[config.mk]
export PLATFORM = sky130hd
export DESIGN_NAME = ins_cache_r32i
export DESIGN_NICKNAME = d
export VERILOG_FILES = /design/src/rtl/icache_pkg.sv /design/src/rtl/ic_line_store.sv /design/src/rtl/ins_cache_r32i.sv
export SDC_FILE = /design/constraint.sdc
export NUM_CORES = 1
export LEC_CHECK = 0
export CAP_MARGIN = 20
export CORE_MARGIN = 4
export CORE_UTILIZATION = 57
export CTS_CLUSTER_SIZE = 30
export DETAILED_ROUTE_END_ITERATION = 8
export DONT_BUFFER_PORTS = 1
export PLACE_DENSITY = 0.74
export SYNTH_ARGS = -nofsm -noshare
export SYNTH_HDL_FRONTEND = slang
export SYNTH_SLANG_ARGS = --single-unit
[constraint.sdc]
create_clock -name clock -period 3.5 [get_ports clock]
set_input_delay 0.35 -clock clock [delete_from_list [all_inputs] [get_ports clock]]
set_output_delay 0.35 -clock clock [all_outputs]
set_load 0.1 [all_outputs]
[src/rtl/icache_pkg.sv]
// Shared types and address-field width helpers for the RV32I instruction cache.
package icache_pkg;

  typedef enum logic [1:0] {IC_IDLE, IC_FILL, IC_FLUSHED} ic_state_t;

  function automatic int ic_off_w(input int words);
    return $clog2(words);
  endfunction

  function automatic int ic_idx_w(input int lines);
    return $clog2(lines);
  endfunction

  function automatic int ic_tag_w(input int dw, input int lines, input int words);
    return dw - $clog2(lines) - $clog2(words) - 2;
  endfunction

endpackage

[src/rtl/ic_line_store.sv]
// Data, tag and valid arrays of the instruction cache: one write port, one read port, clear-all.
module ic_line_store
  import icache_pkg::*;
#(
  parameter int dataW = 32,
  parameter int LINES = 8,
  parameter int WORDS = 4,
  localparam int W = ic_off_w(WORDS),
  localparam int L = ic_idx_w(LINES),
  localparam int T = ic_tag_w(dataW, LINES, WORDS)
) (
  input  logic             clock,
  input  logic             reset,
  input  logic             clr_all,
  input  logic             inv_en,
  input  logic             wr_en,
  input  logic             set_valid,
  input  logic [L-1:0]     wr_idx,
  input  logic [W-1:0]     wr_word,
  input  logic [dataW-1:0] wr_data,
  input  logic [T-1:0]     wr_tag,
  input  logic [L-1:0]     rd_idx,
  input  logic [W-1:0]     rd_word,
  output logic             rd_valid,
  output logic [T-1:0]     rd_tag,
  output logic [dataW-1:0] rd_data
);

  logic [LINES-1:0] valid_q, valid_d;
  logic [T-1:0]     tag_q  [LINES];
  logic [T-1:0]     tag_d  [LINES];
  logic [dataW-1:0] data_q [LINES][WORDS];
  logic [dataW-1:0] data_d [LINES][WORDS];

  always_comb begin
    valid_d = valid_q;
    tag_d   = tag_q;
    data_d  = data_q;
    if (inv_en) valid_d[wr_idx] = 1'b0;
    if (wr_en) begin
      data_d[wr_idx][wr_word] = wr_data;
      if (set_valid) begin
        valid_d[wr_idx] = 1'b1;
        tag_d[wr_idx]   = wr_tag;
      end
    end
    // clear-all wins over a same-cycle line completion
    if (clr_all) valid_d = '0;
  end

  always_ff @(posedge clock) begin
    if (reset) valid_q <= '0;
    else       valid_q <= valid_d;
  end

  always_ff @(posedge clock) begin
    tag_q  <= tag_d;
    data_q <= data_d;
  end

  assign rd_valid = valid_q[rd_idx];
  assign rd_tag   = tag_q[rd_idx];
  assign rd_data  = data_q[rd_idx][rd_word];

endmodule

[src/rtl/ins_cache_r32i.sv]
// Direct-mapped read-only instruction cache for the RV32I fetch stage.
// Combinational lookup; misses stall the PC and refill one line over a req/ack word port.
module ins_cache_r32i
  import icache_pkg::*;
#(
  parameter int dataW = 32,
  parameter int LINES = 8,
  parameter int WORDS = 4
) (
  input  logic             clock,
  input  logic             reset,
  input  logic [dataW-1:0] ProgAddr,
  input  logic             Flush,
  output logic [dataW-1:0] Instruction,
  output logic             InsCacheStall,
  output logic             MemReq,
  output logic [dataW-1:0] MemAddr,
  input  logic             MemAck,
  input  logic [dataW-1:0] MemData
);

  localparam int W = ic_off_w(WORDS);
  localparam int L = ic_idx_w(LINES);
  localparam int T = ic_tag_w(dataW, LINES, WORDS);

  ic_state_t        state_q, state_d;
  logic [W-1:0]     cnt_q, cnt_d;
  logic [dataW-1:0] base_q, base_d;

  logic [W-1:0] a_word;
  logic [L-1:0] a_idx, f_idx, wr_idx;
  logic [T-1:0] a_tag, f_tag, rd_tag;
  logic         rd_valid, hit;
  logic [dataW-1:0] rd_data;
  logic         clr_all, inv_en, wr_en, set_valid;
  logic         unused_lo;

  assign a_word    = ProgAddr[W+1:2];
  assign a_idx     = ProgAddr[W+L+1:W+2];
  assign a_tag     = ProgAddr[dataW-1:W+L+2];
  assign f_idx     = base_q[W+L+1:W+2];
  assign f_tag     = base_q[dataW-1:W+L+2];
  assign unused_lo = ^ProgAddr[1:0];

  // a miss invalidates the requested line; fill beats target the latched line
  assign wr_idx = (state_q == IC_FILL) ? f_idx : a_idx;

  ic_line_store #(.dataW(dataW), .LINES(LINES), .WORDS(WORDS)) u_store (
    .clock    (clock),
    .reset    (reset),
    .clr_all  (clr_all),
    .inv_en   (inv_en),
    .wr_en    (wr_en),
    .set_valid(set_valid),
    .wr_idx   (wr_idx),
    .wr_word  (cnt_q),
    .wr_data  (MemData),
    .wr_tag   (f_tag),
    .rd_idx   (a_idx),
    .rd_word  (a_word),
    .rd_valid (rd_valid),
    .rd_tag   (rd_tag),
    .rd_data  (rd_data)
  );

  assign hit           = rd_valid && (rd_tag == a_tag) && (state_q == IC_IDLE);
  assign Instruction   = hit ? rd_data : '0;
  assign InsCacheStall = !hit || reset || Flush;
  assign MemReq        = (state_q == IC_FILL);
  assign MemAddr       = MemReq ? (base_q + dataW'({cnt_q, 2'b00})) : '0;

  always_comb begin
    state_d   = state_q;
    cnt_d     = cnt_q;
    base_d    = base_q;
    clr_all   = 1'b0;
    inv_en    = 1'b0;
    wr_en     = 1'b0;
    set_valid = 1'b0;
    unique case (state_q)
      IC_IDLE: begin
        if (!hit) begin
          base_d  = {ProgAddr[dataW-1:W+2], {(W+2){1'b0}}};
          inv_en  = 1'b1;
          cnt_d   = '0;
          state_d = IC_FILL;
        end
      end
      IC_FILL: begin
        if (MemAck) begin
          wr_en = 1'b1;
          if (cnt_q == W'(WORDS-1)) begin
            set_valid = 1'b1;
            cnt_d     = '0;
            state_d   = IC_IDLE;
          end else begin
            cnt_d = cnt_q + 1'b1;
          end
        end
      end
      IC_FLUSHED: state_d = IC_IDLE;
      default:    state_d = IC_IDLE;
    endcase
    if (Flush) begin
      clr_all   = 1'b1;
      inv_en    = 1'b0;
      wr_en     = 1'b0;
      set_valid = 1'b0;
      cnt_d     = '0;
      state_d   = IC_FLUSHED;
    end
  end

  always_ff @(posedge clock) begin
    if (reset) begin
      state_q <= IC_IDLE;
      cnt_q   <= '0;
      base_q  <= '0;
    end else begin
      state_q <= state_d;
      cnt_q   <= cnt_d;
      base_q  <= base_d;
    end
  end

endmodule

==> results of run 1 <==
==> per-stage QoR <==
step / total power, mW / cell area (sq um) / utilization [%]
after floorplan: 17.92 / 49110 / -
after global placement: 17.89 / 52020 / 61.09
after detailed placement: 17.90 / 52020 / 61.09
after CTS: 30.85 / 56680 / 66.57
after global routing: 31.66 / 56960 / 66.89
final: 30.76 / 56970 / 66.90
==> final timing paths <==
kind	startpoint	end
worst max-delay path	ProgAddr[4]	Instruction[16]
worst min-delay path	reset	state_q[0]
worst max register to register	state_q[1]	u_store.data_q[385]
worst min register to register	u_store.valid_q[5]	u_store.valid_q[5]
==> registers in the layout, indices dropped and copies added, names as in the netlist <==
| name | count |
|---|---|
| u_store.data_q | 1024 |
| state_q | 2 |
| u_store.valid_q | 8 |
| cnt_q | 2 |
| u_store.tag_q | 200 |
| base_q | 28 |
==> layout by cell type (no fill, tap or decap), types with 4 or more instances in the layout <==
cell           instances
nand3_1                4
o22ai_1                4
nand2_1               10
mux2i_1              124
bufinv_16             13
clkbuf_16            125
a31oi_1                5
clkbuf_1              24
a21oi_1               19
and3_1                 9
and2_1                28
nor2b_1                4
nor2_2                11
edfxtp_1            1224
nor2_1                 8
dfxtp_1               40
mux4_2               346
nor2_4                64
nand2b_1              57
clkinvlp_4             5
buf_4                 83
xor2_1                13
o21ai_0                9
ha_1                   4
inv_1                 13
dlygate4sd3_1         62
buf_12                58
clkinv_1              27
a22oi_1               19
clkinv_2              21
==> per-layer routing <==
metal / up-vias / GRT usage, % / wire [um]
met1: 12460 / 35.15 / 42760
li1: 9541 / - / -
met2: 1238 / 41.90 / 58020
met3: 204 / 5.155 / 9987
met5: - / 0 / 26
met4: 4 / 7.859 / 3248
==> final cells by class <==
class                           count  area share [%]
Antenna cell                        3         0.01318
Multi-Input combinational cell    775           19.97
Tap cell                         1144           2.513
Inverter                           14         0.09225
Clock buffer                      148           5.546
Sequential cell                  1264           65.93
Timing Repair Buffer              213           4.615
Clock inverter                     75           1.320
==> synth_stat cells, drive strengths merged <==
cell type	number	area [sq um]
o2111ai	1	8.760
a22o	2	17.52
or2	1	6.260
a31oi	6	37.54
o211ai	2	15.01
mux2	1	11.26
mux2i	127	1271
nand2	10	37.54
a2bb2oi	1	8.760
nor2	83	311.6
o22ai	4	25.02
a221oi	2	17.52
nand2b	58	362.9
edfxtp	1224	36760
mux4	346	7792
a22oi	19	142.6
and3	9	56.30
nor4	3	25.02
buf	59	302.8
dfxtp	40	800.8
o21ai	10	50.04
nand4	3	18.77
nand3b	1	7.510
inv	14	52.55
o21a	1	7.510
and2	28	175.2
o22a	1	8.760
a31o	1	8.760
ha	4	50.05
conb	1	3.750
nor2b	4	25.02
nor3	3	20.02
xor2	15	131.4
nand3	5	25.02
nor4b	3	26.28
clkbuf	58	217.7
a21oi	19	95.09
==> critical path, stage by stage <==
cell and delay [ps]:
mux4_2 700, xor2_1 260, o21ai_1 120, nor4_2 320, nand4_1 170, buf_6 170, buf_12 170, nor2_4 160
buf_12 190
==> power by group <==
group,internal [mW],switching [mW]
combinational,0.618,0.557
clock,7.38,5.52
sequential,16.6,0.0624
total,24.6,6.14
==> what timing repair did <==
item / CTS / global route
cloned: 0 / 0
endpoints found under the hold margin: 1056 / 0
resized for setup: 19 / 11
pin swaps: 11 / 23
buffers inserted: 2 / 0
hold buffers: 63 / 0
endpoints found under the setup margin: 33 / 33
==> kinds of logic after synthesis <==
logic type / after synthesis / synth area share (%)
fa+ha+maj: 4 / 0.1023
xor+xnor: 15 / 0.2685
other cells: 1 / 0.007664
mux: 474 / 18.55
flops: 1264 / 76.76
simple gates: 211 / 2.243
compound gates: 69 / 0.9052
buf+inv: 131 / 1.171
==> flow_metrics.tcl, run 1 <==
set metrics [dict create \
    clock_latency_ps 710 \
    antenna_found_initial 4 \
    fin_crit_ps 3747 \
    powerDensity_mw_per_mm2 540.0 \
    die-area_sq_mm 0.09059 \
    startpoint_type "input pin" \
    syn-cell-area_sq_mm 0.04893 \
    drc 0 \
    relSlewSlack_pct -4.220 \
    violations "slew limit, setup timing" \
    grt_pass1_vias 24110 \
    hold_viol 0 \
    hold_slack_ps 111.4 \
    dp_cells 3335 \
    drv_slew 67 \
    cp.required_ps 3150 \
    ys_seq_area_share_pct 76.76 \
    multi_input_area_sq_mm 0.01138 \
    grt_setup_unrepaired "true" \
    ys_ff_latch 1264 \
    crit_arrival_ps 3400 \
    crit_fanout 285 \
    grt_usage_pct 25.47 \
    path_clk_slew_ps 60 \
    postRouteAntennaNets 0 \
    dp_hpwl_um 55880 \
    ys.warnings.count 0 \
    yosysUniqueCellTypes 43 \
    setup-tns-final_ps -6586 \
    clock_skew_ps 34.78 \
    max_freq_ghz 0.2669 \
    cts-htree-levels 3 \
    routed_via_density 6.449 \
    avgSynthCellArea_sq_um 22.56 \
    place_congestion 0.7966 \
    worstMarginPinSlew_ps 1563 \
    pre_cts_ws_ps -161.0 \
    root_buffer "clkbuf_16" \
    fp.coreArea_sq_mm 0.08515 \
    drtPass1Iterations 5 \
    fillCellCount 5239 \
    buffer_ports.inserted 0 \
    register_area_sq_mm 0.03756 \
    grt_pass1_wl_um 165300 \
    final-setup-viol-count 33 \
    clockBufferDepth 3 \
    cts-buffers-inserted 120 \
    num_io_pins 134 \
    cts_tree "yes" \
    grt_start_max_net_pins 299 \
    drt_iter0_markers 3015 \
    wl_um 114000 \
    fp.dieW_um 301.0 \
    rrSetupSlack_ps 680 \
    synthCells 2169 \
    fin_nets 2460 \
    min_path_cells 3 \
    period_share_pct 107.0 \
    criticalPathCategory "input pin to output pin" \
    ir_worst_vdd_v 0.0004503 \
    min_path_type "input pin to flop" \
    synthToLayoutAreaGrowth_pct 16.42 \
    initial_core_util_pct 57.46 \
    p_leak_nw 18.18 \
    vias 23450 \
    crit_path_end_kind "output pin" \
    row_count 107 \
    layoutNonFillerInstCount 3636 \
    grt.overflow.total 0 \
    wl_per_cell_um 31.36 \
    fin_ws_ps -246.7 \
    status "finished, violations left" \
    die_y_um 301.0 \
    cap_viol_max_count 0 \
    reg2reg_depth 7 \
    drive_above_1_share_pct 30.49 \
    cts.sinks 1264 \
]
Note: power is estimated with default switching activity, not from simulation.
==> run 2, diff against run 1 <==
CTS_CLUSTER_DIAMETER = 150   (was unset)
SETUP_SLACK_MARGIN = 0.4   (was unset)
==> run 2 against run 1 <==
  * The run ends with setup timing left
  * Global-route usage shrank 1.8 points
  * Critical path depth grew 3
  * First-iteration DRC count grew 11%
  * Clock skew shrank 13 ps
  * Sequential power is essentially flat
  * Via count shrank 3.5%
  * Final cell count shrank 3.5%
  * Critical endpoint is now Instruction[20]
  * Largest power group unchanged
==> flow_metrics.tcl, run 2 (synthesized netlist as in run 1, its figures left out) <==
set metrics [dict create \
    cp_cell_sequence "nor2b_1 -> a22oi_1 -> a21oi_1 -> o22ai_1 -> nor4_1 -> buf_4 -> nand4_1 -> buf_6 -> buf_12 -> buf_16 -> nor2_4 -> buf_12" \
    fp.coreArea_sq_mm 0.08515 \
    ir_worst_vdd_v 0.0005958 \
    path_clk_slew_ps 110 \
    final-setup-viol-count 33 \
    startpoint_type "input pin" \
    finalPower_mw 24.78 \
    fin_crit_ps 4012 \
    rrSetupSlack_ps 620 \
    p_leak_nw 17.03 \
    cp_num_buf_inv 5 \
    cp.required_ps 3150 \
    worstMarginPinSlew_ps 1228 \
    die-area_sq_mm 0.09059 \
    worstHoldStart "reset" \
    min_path_type "input pin to flop" \
    crit_fanout 298 \
    min_path_cells 3 \
    layoutNonFillerInstCount 3507 \
    drive_above_1_share_pct 27.45 \
    relSlewSlack_pct 18.11 \
    period_share_pct 114.6 \
    crit_arrival_ps 3660 \
    status "finished, violations left" \
    fin_nets 2402 \
    grt_setup_unrepaired "true" \
    cap_viol_max_count 0 \
    clockBufferDepth 3 \
    cts_tree "yes" \
    fp.dieW_um 301.0 \
    cpPeakStageDelay_ps 980 \
    postRouteAntennaNets 0 \
    synthToLayoutAreaGrowth_pct 11.32 \
    cts-buffers-inserted 48 \
    final_common_cell "edfxtp_1" \
    row_count 107 \
    grt_pass1_wl_um 155700 \
    final_area_sq_mm 0.05447 \
    grt_pass1_vias 22920 \
    r2r_start "state_q[1]" \
    slowest_stage "nor2b_1" \
    wl_per_cell_um 30.38 \
    drt_iter0_markers 3342 \
    fillCellCount 5505 \
    largest_reg_flops 1024 \
    buffer_ports.inserted 0 \
    final_core_util_pct 63.97 \
    clock_skew_ps 21.28 \
    whs_endpoint "state_q[0]" \
    hold_viol 0 \
    die_y_um 301.0 \
    dp_hpwl_um 56180 \
    top_register "u_store.data_q" \
    drv_slew 0 \
    root_buffer "clkbuf_16" \
    criticalPathCategory "input pin to output pin" \
    powerDensity_mw_per_mm2 454.9 \
    pre_cts_ws_ps -192.2 \
    violations "setup timing" \
    hold_slack_ps 89.13 \
    setup-tns-final_ps -16030 \
    placed_cell_area_sq_mm 0.05203 \
    grt_usage_pct 23.68 \
    place_congestion 0.7700 \
    antenna_found_initial 4 \
    num_io_pins 134 \
    vias 22640 \
    clock_latency_ps 640 \
    worstReg2RegEnd "u_store.data_q[973]" \
    dp_cells 3344 \
    fin_ws_ps -511.9 \
    grt_start_max_net_pins 299 \
    crit_cells 12 \
    max_freq_ghz 0.2493 \
    cpMostUsedCell "buf_12" \
    cts.sinks 1264 \
    crit_path_end_kind "output pin" \
    reg_top3 "u_store.data_q (1024), u_store.tag_q (200), base_q (28)" \
    drtPass1Iterations 5 \
    cts-htree-levels 2 \
    grt.overflow.total 0 \
    routed_via_density 6.455 \
    initial_core_util_pct 57.46 \
    wl_um 106500 \
    crit_family "simple AND/OR/NAND/NOR gates" \
    drc 0 \
    reg2reg_depth 8 \
    final_cell_mix "edfxtp_1 (1224), mux4_2 (346), mux2i_1 (127)" \
]
[run 2: changes by cell type in the layout (fill, tap and decap cells not counted), moves of 9 or more]
cell / change
clkinv_1: -27
bufinv_16: -13
buf_12: -9
clkbuf_16: -72
buf_4: +17
clkinv_2: -21
[run 2: what timing repair did]
action,in CTS,in global routing
hold buffers,62,0
gates resized for setup,19,2
endpoints found under the setup margin,33,33
hold endpoints to repair,1056,0
pin swaps,7,7
cloned,2,0
setup buffers,2,2
[run 2: power breakdown]
| group | switching, mW | internal (mW) | total, mW |
|---|---|---|---|
| logic | 0.561 | 0.619 | 1.18 |
| registers | 0.0614 | 16.6 | 16.7 |
| clock network | 4.24 | 2.68 | 6.92 |
[run 2: worst max-delay path by stage]
stage                                     end               from  slack, ps
after CTS                     Instruction[13]   u_store.tag_q[8]       -270
after global placement        Instruction[31]        ProgAddr[5]       -270
after detailed placement      Instruction[31]        ProgAddr[4]       -190
after floorplan           u_store.data_q[100]        ProgAddr[6]        -60
after global routing          Instruction[12]  u_store.tag_q[21]       -390
final                         Instruction[20]        ProgAddr[5]       -510
[run 2: worst reg2reg max path: cells and delay by family (launching register included)]
kind          cells  cell delay, ps
flops             1             330
simple gates      5            1610
buf+inv           3             610
[run 2: layout make-up]
type                            instances  area [sq um]  area share, %
Sequential cell                      1264         37560          68.95
Multi-Input combinational cell        775         11350          20.83
Timing Repair Buffer                  227          2693          4.943
Tap cell                             1144          1431          2.628
Clock buffer                           78          1335          2.451
Inverter                               14         52.55        0.09648
Clock inverter                          3         47.55        0.08729
Antenna cell                            2         5.005       0.009189
[run 2: routing by layer]
layer | part of all wire, % | GRT usage (%) | vias to the layer above
met1 | 38 | 34.14 | 12100
li1 | - | - | 9333
met4 | 2.2 | 5.232 | 2
met5 | 0.0066 | 0 | -
met2 | 51 | 39.18 | 1075
met3 | 8.7 | 3.821 | 127
